[config.mk]
export PLATFORM = sky130hd
export DESIGN_NAME = store_write_ctrl
export DESIGN_NICKNAME = d
export VERILOG_FILES = /design/src/rtl/store_write_ctrl.sv
export SDC_FILE = /design/constraint.sdc
export NUM_CORES = 1
export LEC_CHECK = 0
export ABC_AREA = 1
export ABC_CLOCK_PERIOD_IN_PS = 3750
export BUFFER_PORTS_ARGS = -buffer_cell sky130_fd_sc_hd__buf_4
export CORE_ASPECT_RATIO = 0.6
export CORE_MARGIN = 2
export CORE_UTILIZATION = 45
export DETAILED_ROUTE_END_ITERATION = 10
export PLACE_DENSITY = 0.71
export SETUP_SLACK_MARGIN = 0.4
export SYNTH_ARGS = -nofsm -noshare
export SYNTH_HDL_FRONTEND = slang
export SYNTH_SLANG_ARGS = --single-unit
[constraint.sdc]
create_clock -name clk -period 3.75 [get_ports clk]
set_clock_uncertainty 0.2 [all_clocks]
set_input_delay 0 -clock clk [delete_from_list [all_inputs] [get_ports clk]]
set_output_delay 0 -clock clk [all_outputs]
set_load 0.02 [all_outputs]
[src/rtl/store_write_ctrl.sv]
// Store write-side controller: turns byte/halfword/word stores at any byte
// address into one or two word-aligned, byte-enabled memory write beats.
module store_write_ctrl #(
  parameter int DATA_WIDTH  = 32,
  parameter int ADDR_WIDTH  = 32,
  parameter int WR_EN_WIDTH = 4
) (
  input  logic                   clk,
  input  logic                   rst_n,
  input  logic                   req_valid,
  output logic                   req_ready,
  input  logic [ADDR_WIDTH-1:0]  req_addr,
  input  logic [1:0]             req_size,
  input  logic [DATA_WIDTH-1:0]  req_data,
  output logic [WR_EN_WIDTH-1:0] wr_en,
  output logic [ADDR_WIDTH-1:0]  wr_addr,
  output logic [DATA_WIDTH-1:0]  wr_data,
  output logic                   done,
  output logic                   err
);

  localparam int OFF_W = $clog2(WR_EN_WIDTH);

  typedef enum logic [1:0] {IDLE, BEAT1, BEAT2} state_e;

  state_e                 state_q;
  logic                   split_q;
  logic [WR_EN_WIDTH-1:0] wr_en_q, b2_en_q;
  logic [ADDR_WIDTH-1:0]  wr_addr_q, b2_addr_q;
  logic [DATA_WIDTH-1:0]  wr_data_q, b2_data_q;
  logic                   done_q, err_q;

  logic                   accept;
  logic [OFF_W-1:0]       off;
  int                     nbytes;
  logic [WR_EN_WIDTH-1:0] mask;
  logic [DATA_WIDTH-1:0]  data_m;
  logic                   split_d, rsvd_d;
  logic [ADDR_WIDTH-1:0]  b1_addr_d, b2_addr_d;
  logic [WR_EN_WIDTH-1:0] b1_en_d, b2_en_d;
  logic [DATA_WIDTH-1:0]  b1_data_d, b2_data_d;

  // Only the first beat of a split store blocks the pipeline.
  assign req_ready = !((state_q == BEAT1) && split_q);
  assign accept    = req_valid && req_ready;

  // Both beats are derived at acceptance so the request need not be held.
  always_comb begin
    // NOTE: every signal gets a default before any branch so no latch is inferred.
    nbytes = 0;
    mask   = '0;
    data_m = '0;
    off    = req_addr[OFF_W-1:0];
    rsvd_d = (req_size == 2'b11);
    case (req_size)
      2'b00:   nbytes = 1;
      2'b01:   nbytes = 2;
      2'b10:   nbytes = 4;
      default: nbytes = 0;
    endcase
    for (int i = 0; i < WR_EN_WIDTH; i++) begin
      mask[i]        = (i < nbytes);
      data_m[8*i +: 8] = mask[i] ? req_data[8*i +: 8] : 8'h00;
    end
    split_d   = (int'(off) + nbytes) > WR_EN_WIDTH;
    b1_addr_d = {req_addr[ADDR_WIDTH-1:OFF_W], OFF_W'(0)};
    b2_addr_d = b1_addr_d + ADDR_WIDTH'(WR_EN_WIDTH);
    b1_en_d   = mask << off;
    b1_data_d = data_m << (8 * int'(off));
    b2_en_d   = mask >> (WR_EN_WIDTH - int'(off));
    b2_data_d = data_m >> (8 * (WR_EN_WIDTH - int'(off)));
  end

  // NOTE: sequential state uses non-blocking assignments only, so every
  // register samples pre-edge values regardless of statement order.
  always_ff @(posedge clk) begin
    if (!rst_n) begin
      state_q   <= IDLE;
      split_q   <= 1'b0;
      wr_en_q   <= '0;
      wr_addr_q <= '0;
      wr_data_q <= '0;
      b2_en_q   <= '0;
      b2_addr_q <= '0;
      b2_data_q <= '0;
      done_q    <= 1'b0;
      err_q     <= 1'b0;
    end else begin
      wr_en_q <= '0;
      done_q  <= 1'b0;
      err_q   <= 1'b0;
      if ((state_q == BEAT1) && split_q) begin
        state_q   <= BEAT2;
        wr_en_q   <= b2_en_q;
        wr_addr_q <= b2_addr_q;
        wr_data_q <= b2_data_q;
        done_q    <= 1'b1;
      end else if (accept) begin
        state_q   <= BEAT1;
        split_q   <= split_d && !rsvd_d;
        b2_en_q   <= b2_en_d;
        b2_addr_q <= b2_addr_d;
        b2_data_q <= b2_data_d;
        if (rsvd_d) begin
          done_q <= 1'b1;
          err_q  <= 1'b1;
        end else begin
          wr_en_q   <= b1_en_d;
          wr_addr_q <= b1_addr_d;
          wr_data_q <= b1_data_d;
          done_q    <= !split_d;
        end
      end else begin
        state_q <= IDLE;
      end
    end
  end

  assign wr_en   = wr_en_q;
  assign wr_addr = wr_addr_q;
  assign wr_data = wr_data_q;
  assign done    = done_q;
  assign err     = err_q;

endmodule
==> impl_metrics.toml, run 1 <==
[global_route]
grt_overflow = 0
antenna_found_initial = 0
grt_pass1_wl_mm = 39.5
grt_pass1_vias = 7163
grt_max_degree = 63
track_usage_pct = 29.5

[place]
place_ws_ns = 1.20
dp_hpwl_mm = 17.1
gp_congestion = 0.968
port_buffers = 137

[timing]
slew_violations = 0
tns_ns = 0
max_slew_margin_pct = 26.6
setup_viol = 0
rsz0062_at_grt = "false"
fin_crit_ns = 3.21
worst_slack_ns = 0.545
hold_viol_final = 0
tightest_slew_ns = 1.10
finalCritPeriodShare_pct = 85.5
timing.fmax_mhz = 312

[setup_path]
max_stage_delay_ns = 0.59
cp_num_cells = 10
rrSetupSlack_ns = 1.04
reg2reg_depth = 8
crit_buf_inv = 6
r2r-start = "state_q[1]$_SDFF_PN0_"
critPathKind = "in2reg"
worstPathCellList = "dlygate4sd3_1, buf_4, inv_1, ha_1, buf_4, inv_1, o21ai_0, o211ai_1, dlygate4sd3_1, a21oi_1"
arrival_ns = 3.29
r2r_end = "b2_addr_q[29]$_SDFFE_PN0P_"
path_delay_family = "buffers and inverters"
worstSetupEndpoint = "b2_data_q[6]$_SDFFE_PN0P_"
cp.required_ns = 3.83
critPathLaunch = "req_addr[1]"
start_kind = "input port"
crit_slowest_cell = "inv_1"
cp_max_fo = 24
endpoint_kind = "register"

[layout]
diodes = 0
drive_gt1_share_pct = 15.3
fin_util_pct = 63.5
nNetsFinal = 1391
areaGrowthSynthToFinish_pct = 36.7
multiInputGateArea_mm2 = 0.00378
regArea_mm2 = 0.00274
fill_cells = 1402

[die]
coreArea_mm2 = 0.0155
boundaryPins = 140
rows = 35
dieHeight_um = 102
start_util_pct = 46.4
die_w_um = 167
die_area_mm2 = 0.0170

[clock_tree]
clkTransAtPathRegs_ns = 0.07
cts.sinks = 137
clockBufferDepth = 2
htreeDepth = 4
clock_latency_ns = 0.42
postCtsSetupBuffers = 0
ctsRootBufferMaster = "clkbuf_16"
numCtsBuffers = 17
cts_tree = "built"

[flow_run]
drv_cap = 0

[synth]
ys_seq_area_share_pct = 38.2
netlist_area_mm2 = 0.00718
netlist_instances = 1112
synth.distinct_cells = 33
synth_top_area_cell = "dfxtp_1"
synth_top_area_share_pct = 38.2
synthTopCellsByArea = "dfxtp_1 38%, nand2_1 16%, a21oi_1 7.4%"
ys_warn_count = 0
synth_area_per_cell_um2 = 6.46
yosys_register_bits = 137

[drt]
routedWlPerCell_um = 16.4
drt_iter0_drc = 884
first_pass_iters = 6
postRouteWirelength_mm = 25.1
via_per_inst = 5.31
drtAntennaViolNets = 0
vias = 8116
post-route-drc-count = 0

[worst_hold_path]
hold_class = "in2reg"

[status]
status = "complete, no violations"

[pwr]
vdd_drop_max_mv = 0.277
p_leak_uw = 0.00448
power_density_mw_per_mm2 = 415
## worst min-delay path: stages
cell and delay, ns:
buf_4 0.11, ha_1 0.22, nor2_2 0.14, nand3_1 0.11, a21oi_1 0.05
## logic make-up after synthesis
| family | synth area share [%] |
|---|---|
| fa+ha+maj | 1.67 |
| simple gates | 31.9 |
| compound gates | 17.7 |
| buf+inv | 9.22 |
| xor+xnor | 1.22 |
| other cells | 0.0522 |
| flops | 38.2 |
## cells in the mapped netlist
| cell | count |
|---|---|
| nand2_4 | 1 |
| o21a_1 | 5 |
| nor2_1 | 125 |
| nand3_1 | 88 |
| nor2_2 | 3 |
| inv_2 | 6 |
| conb_1 | 1 |
| o31ai_1 | 2 |
| inv_1 | 92 |
| ha_1 | 8 |
| buf_2 | 28 |
| nand4_1 | 5 |
| nand2_2 | 2 |
| or2_2 | 8 |
| o22ai_1 | 1 |
| nand3b_1 | 5 |
| xnor2_1 | 5 |
| clkbuf_1 | 27 |
| nand2_1 | 310 |
| buf_1 | 2 |
| nand3_4 | 1 |
| xor2_1 | 5 |
| fa_1 | 1 |
| o211ai_1 | 5 |
| a21oi_1 | 106 |
| o21ai_1 | 1 |
| o21bai_1 | 3 |
| and2_1 | 1 |
| o21ai_0 | 103 |
| dfxtp_1 | 137 |
| buf_4 | 6 |
| nor2_4 | 3 |
| a31oi_1 | 16 |
## cells in the final DEF (no fill, tap or decap), types with 3 or more instances in the layout
cell type      count
clkbuf_16         17
nor2_4             4
ha_1               8
dfxtp_1          137
nand2_1          310
clkinvlp_4         3
a21oi_1          106
o21bai_1           3
o211ai_1           5
o21a_1             5
xnor2_1            5
or2_2              8
o21ai_0          103
a31oi_1           16
inv_6              5
inv_1             92
nand3b_1           5
dlygate4sd3_1     97
buf_4            147
nor2_1           125
nand4_1            5
xor2_1             5
inv_2              6
nand3_1           88
## per-layer routing
layer	vias to the layer above	global-route usage, %	wire, µm	part of all wire [%]
li1	3991	-	-	-
met1	3717	47.0	12500	50
met2	385	37.9	9430	37
met3	23	8.40	2950	12
met4	0	7.16	254	1.0
met5	-	0	0	0
## where the power goes
group / total, µW / internal [µW] / switching (µW) / leakage [µW]
Combinational: 772 / 308 / 464 / 0.00307
Sequential: 1590 / 1550 / 45.2 / 0.00113
Clock: 1710 / 994 / 717 / 0.000283
## how the worst min path moves through the flow
stage | startpoint | to | cells after the start | slack (ns)
3_5_place_dp | req_addr[2] | b2_addr_q[2]$_SDFFE_PN0P_ | 2 | 0.01
5_1_grt | req_size[0] | wr_data[27]$_SDFFE_PN0P_ | 5 | 0.11
6_report | req_size[0] | wr_data[27]$_SDFFE_PN0P_ | 5 | 0.07
2_1_floorplan | req_addr[2] | b2_addr_q[2]$_SDFFE_PN0P_ | 1 | -0.11
3_3_place_gp | req_addr[2] | b2_addr_q[2]$_SDFFE_PN0P_ | 2 | 0.01
4_1_cts | req_size[0] | wr_data[27]$_SDFFE_PN0P_ | 5 | 0.02
## registers in the layout, indices dropped and copies added, names as in the netlist
name and count:
err 1, wr_en 4, b2_en_q 4, split_q 1, b2_data_q 32, done 1
state_q 2, wr_data 32, wr_addr 30, b2_addr_q 30
## metrics by stage
step | instances | hold WS [ns] | power (µW) | cell area (µm²)
finish | 1529 | 0.0664 | 4080 | 9810
global route | 1529 | 0.106 | 4220 | 9810
CTS | 1529 | 0.0248 | 4060 | 9810
detailed placement | 1400 | 0.0147 | 2290 | 8250
global placement | 1400 | 0.0134 | 2280 | 8250
floorplan | 1113 | -0.109 | 2020 | 7180
## layout make-up
cell class / instances / area share, %
Multi-Input combinational cell: 815 / 38.5
Tap cell: 203 / 2.59
Clock buffer: 17 / 4.34
Sequential cell: 137 / 28.0
Timing Repair Buffer: 244 / 21.1
Clock inverter: 15 / 1.68
Inverter: 98 / 3.75
## repair_timing
item / CTS / global route
hold endpoints to repair: 131 / 0
gates resized for setup: 0 / 0
hold buffers: 97 / 0
Note: power is estimated with default switching activity, not from simulation.
==> inputs of run 2 (changes only) <==
- ABC_AREA: 1 -> default
==> run 2 against run 1 <==
Effect of this change: total power fell by 2.1%; combinational power is 4.1% lower; die area shrank 2.7%; via count shrank 5.4%; sequential power hardly changed; first-iteration DRC count rose by 15%; hold slack better by 0.092 ns; sequential cell count unchanged; core utilization fell by 0.43 points; area after synthesis decreased by 2.7%.
==> impl_metrics.toml, run 2 <==
[status]
status = "complete, no violations"

[timing]
slew_violations = 0
tns_ns = 0
setup_viol = 0
finalCritPeriodShare_pct = 86.2
tightest_slew_ns = 0.949
timing.fmax_mhz = 310
rsz0062_at_grt = "false"
hold_viol_final = 0
fin_crit_ns = 3.23
max_slew_margin_pct = 36.7

[drt]
first_pass_iters = 6
drtAntennaViolNets = 0
top_layer_used = "met4"
vias = 7678
post-route-drc-count = 0
postRouteWirelength_mm = 24.7
wl_met3_mm = 2.52
drt_iter0_drc = 1016
routed-wl-met2_mm = 9.76
routedWlPerCell_um = 19.2
wl_met1_mm = 12.0
via_per_inst = 5.99

[layout]
nNetsFinal = 1145
drive_gt1_share_pct = 19.7
final_cell_mix = "162 x buf_4, 137 x dfxtp_1, 113 x nand2_1"
final_common_cell = "buf_4"
diodes = 0
areaGrowthSynthToFinish_pct = 37.6
fin_cells = 1282
fin_util_pct = 63.0
fin_area_mm2 = 0.00961

[flow_run]
drv_cap = 0

[synth]
yosys_register_bits = 137
synth_mux_area_share_pct = 2.72
synth_area_per_cell_um2 = 7.92
post-synth-top-count-cell = "dfxtp_1"
synthSimpleGateAreaFrac_pct = 24.1
synth_compound_area_share_pct = 24.8
synth_fa_ha_area_share_pct = 1.72
netlist_area_mm2 = 0.00698
ys.flop_type = "dfxtp_1"
synth_top_area_share_pct = 39.3
ys_seq_area_share_pct = 39.3
synth.distinct_cells = 56
synth_xor_area_share_pct = 1.51
synthTopCellsByArea = "dfxtp_1 39%, nand2_1 6.1%, a21oi_1 4.3%"
synth_edf_count = 0
netlist_instances = 881
synthArstFlopShare_pct = 0
synth.top_cells.by_count = "137 x dfxtp_1, 113 x nand2_1, 74 x clkbuf_1"
ys_warn_count = 0
synth_top_area_cell = "dfxtp_1"
synth_top_family_by_area = "compound AO/OA/AOI/OAI gates"

[place]
dp_cells = 1156
dp_hpwl_mm = 16.2
port_buffers = 137
gp_congestion = 0.992
placed_cell_area_mm2 = 0.00809

[global_route]
antenna_found_initial = 0
grt_overflow = 0
track_usage_pct = 29.9
grt_pass1_wl_mm = 38.1
grt_pass1_vias = 6804
grt_max_degree = 77

[setup_path]
cp.required_ns = 3.85
critPathKind = "in2reg"
cp_max_fo = 7
path_delay_family = "buffers and inverters"
crit_top_cell = "dlygate4sd3_1"
worstPathCellList = "dlygate4sd3_1, buf_4, ha_1, nand4_1, or4_1, o211ai_1, dlygate4sd3_1, nand3_1, dlygate4sd3_1"
crit_buf_inv = 4
max_stage_delay_ns = 0.73
arrival_ns = 3.33
crit_slowest_cell = "or4_1"
start_kind = "input port"
endpoint_kind = "register"

[clock_tree]
ctsRootBufferMaster = "clkbuf_16"
clkTransAtPathRegs_ns = 0.06
clockBufferDepth = 2
htreeDepth = 4
numCtsBuffers = 17
cts.sinks = 137
clock_latency_ns = 0.42
cts_tree = "built"

[die]
coreArea_mm2 = 0.0152
rows = 35
start_util_pct = 45.8
die_w_um = 165
die_area_mm2 = 0.0166
boundaryPins = 140
dieHeight_um = 100

[pwr]
vdd_drop_max_mv = 0.286
p_leak_uw = 0.00387
power_density_mw_per_mm2 = 415

[worst_hold_path]
hold_class = "in2reg"
==> run 2: metrics by stage <==
stage	power, µW	hold WS, ns	setup WS (ns)
2_1_floorplan	1970	-0.104	1.63
3_5_place_dp	2250	0.0412	1.25
3_3_place_gp	2250	0.0394	1.34
4_1_cts	3970	0.155	0.480
5_1_grt	4130	0.163	0.402
6_report	3990	0.158	0.519
==> run 2: path summary, 6_finish.rpt <==
check / cells after the start / start / slack, ns / to
setup / recovery: 9 / req_addr[3] / 0.52 / b2_addr_q[20]$_SDFFE_PN0P_
hold reg to reg: 2 / b2_data_q[19]$_SDFFE_PN0P_ / 0.25 / b2_data_q[19]$_SDFFE_PN0P_
hold / removal: 3 / req_addr[2] / 0.16 / b2_addr_q[2]$_SDFFE_PN0P_
setup reg to reg: 8 / split_q$_SDFFE_PN0P_ / 0.57 / b2_addr_q[31]$_SDFFE_PN0P_
==> run 2: power by group <==
group          internal (µW)  switching (µW)  total, µW  leakage (µW)
Sequential              1540            48.9       1590       0.00112
Clock                    979             685       1660      0.000280
Combinational            317             423        740       0.00246
Total                   2830            1160       3990       0.00387
==> run 2: what timing repair did <==
action | 4_1_cts | 5_1_grt
hold endpoints to repair | 120 | 0
resized for setup | 0 | 2
buffers inserted | 0 | 6
hold buffers | 89 | 0
endpoints found under the setup margin | 0 | 4
==> run 2: layout make-up <==
class	count	area (µm²)
clock buffer	17	425
clock inverter	14	148
fill	1332	5630
inverter	19	75.1
multi-input combinational	641	3850
sequential	137	2740
tap	203	254
timing repair buffer	251	2110
==> run 2: kinds of logic after synthesis <==
| group | after synthesis |
|---|---|
| AO/OA/AOI/OAI | 255 |
| XOR/XNOR | 12 |
| adder cells (fa/ha/maj) | 9 |
| buffers and inverters | 104 |
| flip-flops | 137 |
| multiplexers | 18 |
| other | 1 |
| AND/OR/NAND/NOR | 345 |
==> run 2: worst register-to-register path: cells and delay by family, from the launching register on <==
kind	cells	cell delay [ns]
AND/OR/NAND/NOR	3	0.64
AO/OA/AOI/OAI	1	0.12
buffers and inverters	4	1.88
flip-flops	1	0.30
==> run 2: layer usage <==
metal	track usage, %	vias up
li1	-	3633
met3	7.16	29
met4	7.49	0
met2	39.6	396
met5	0	-
met1	47.3	3620
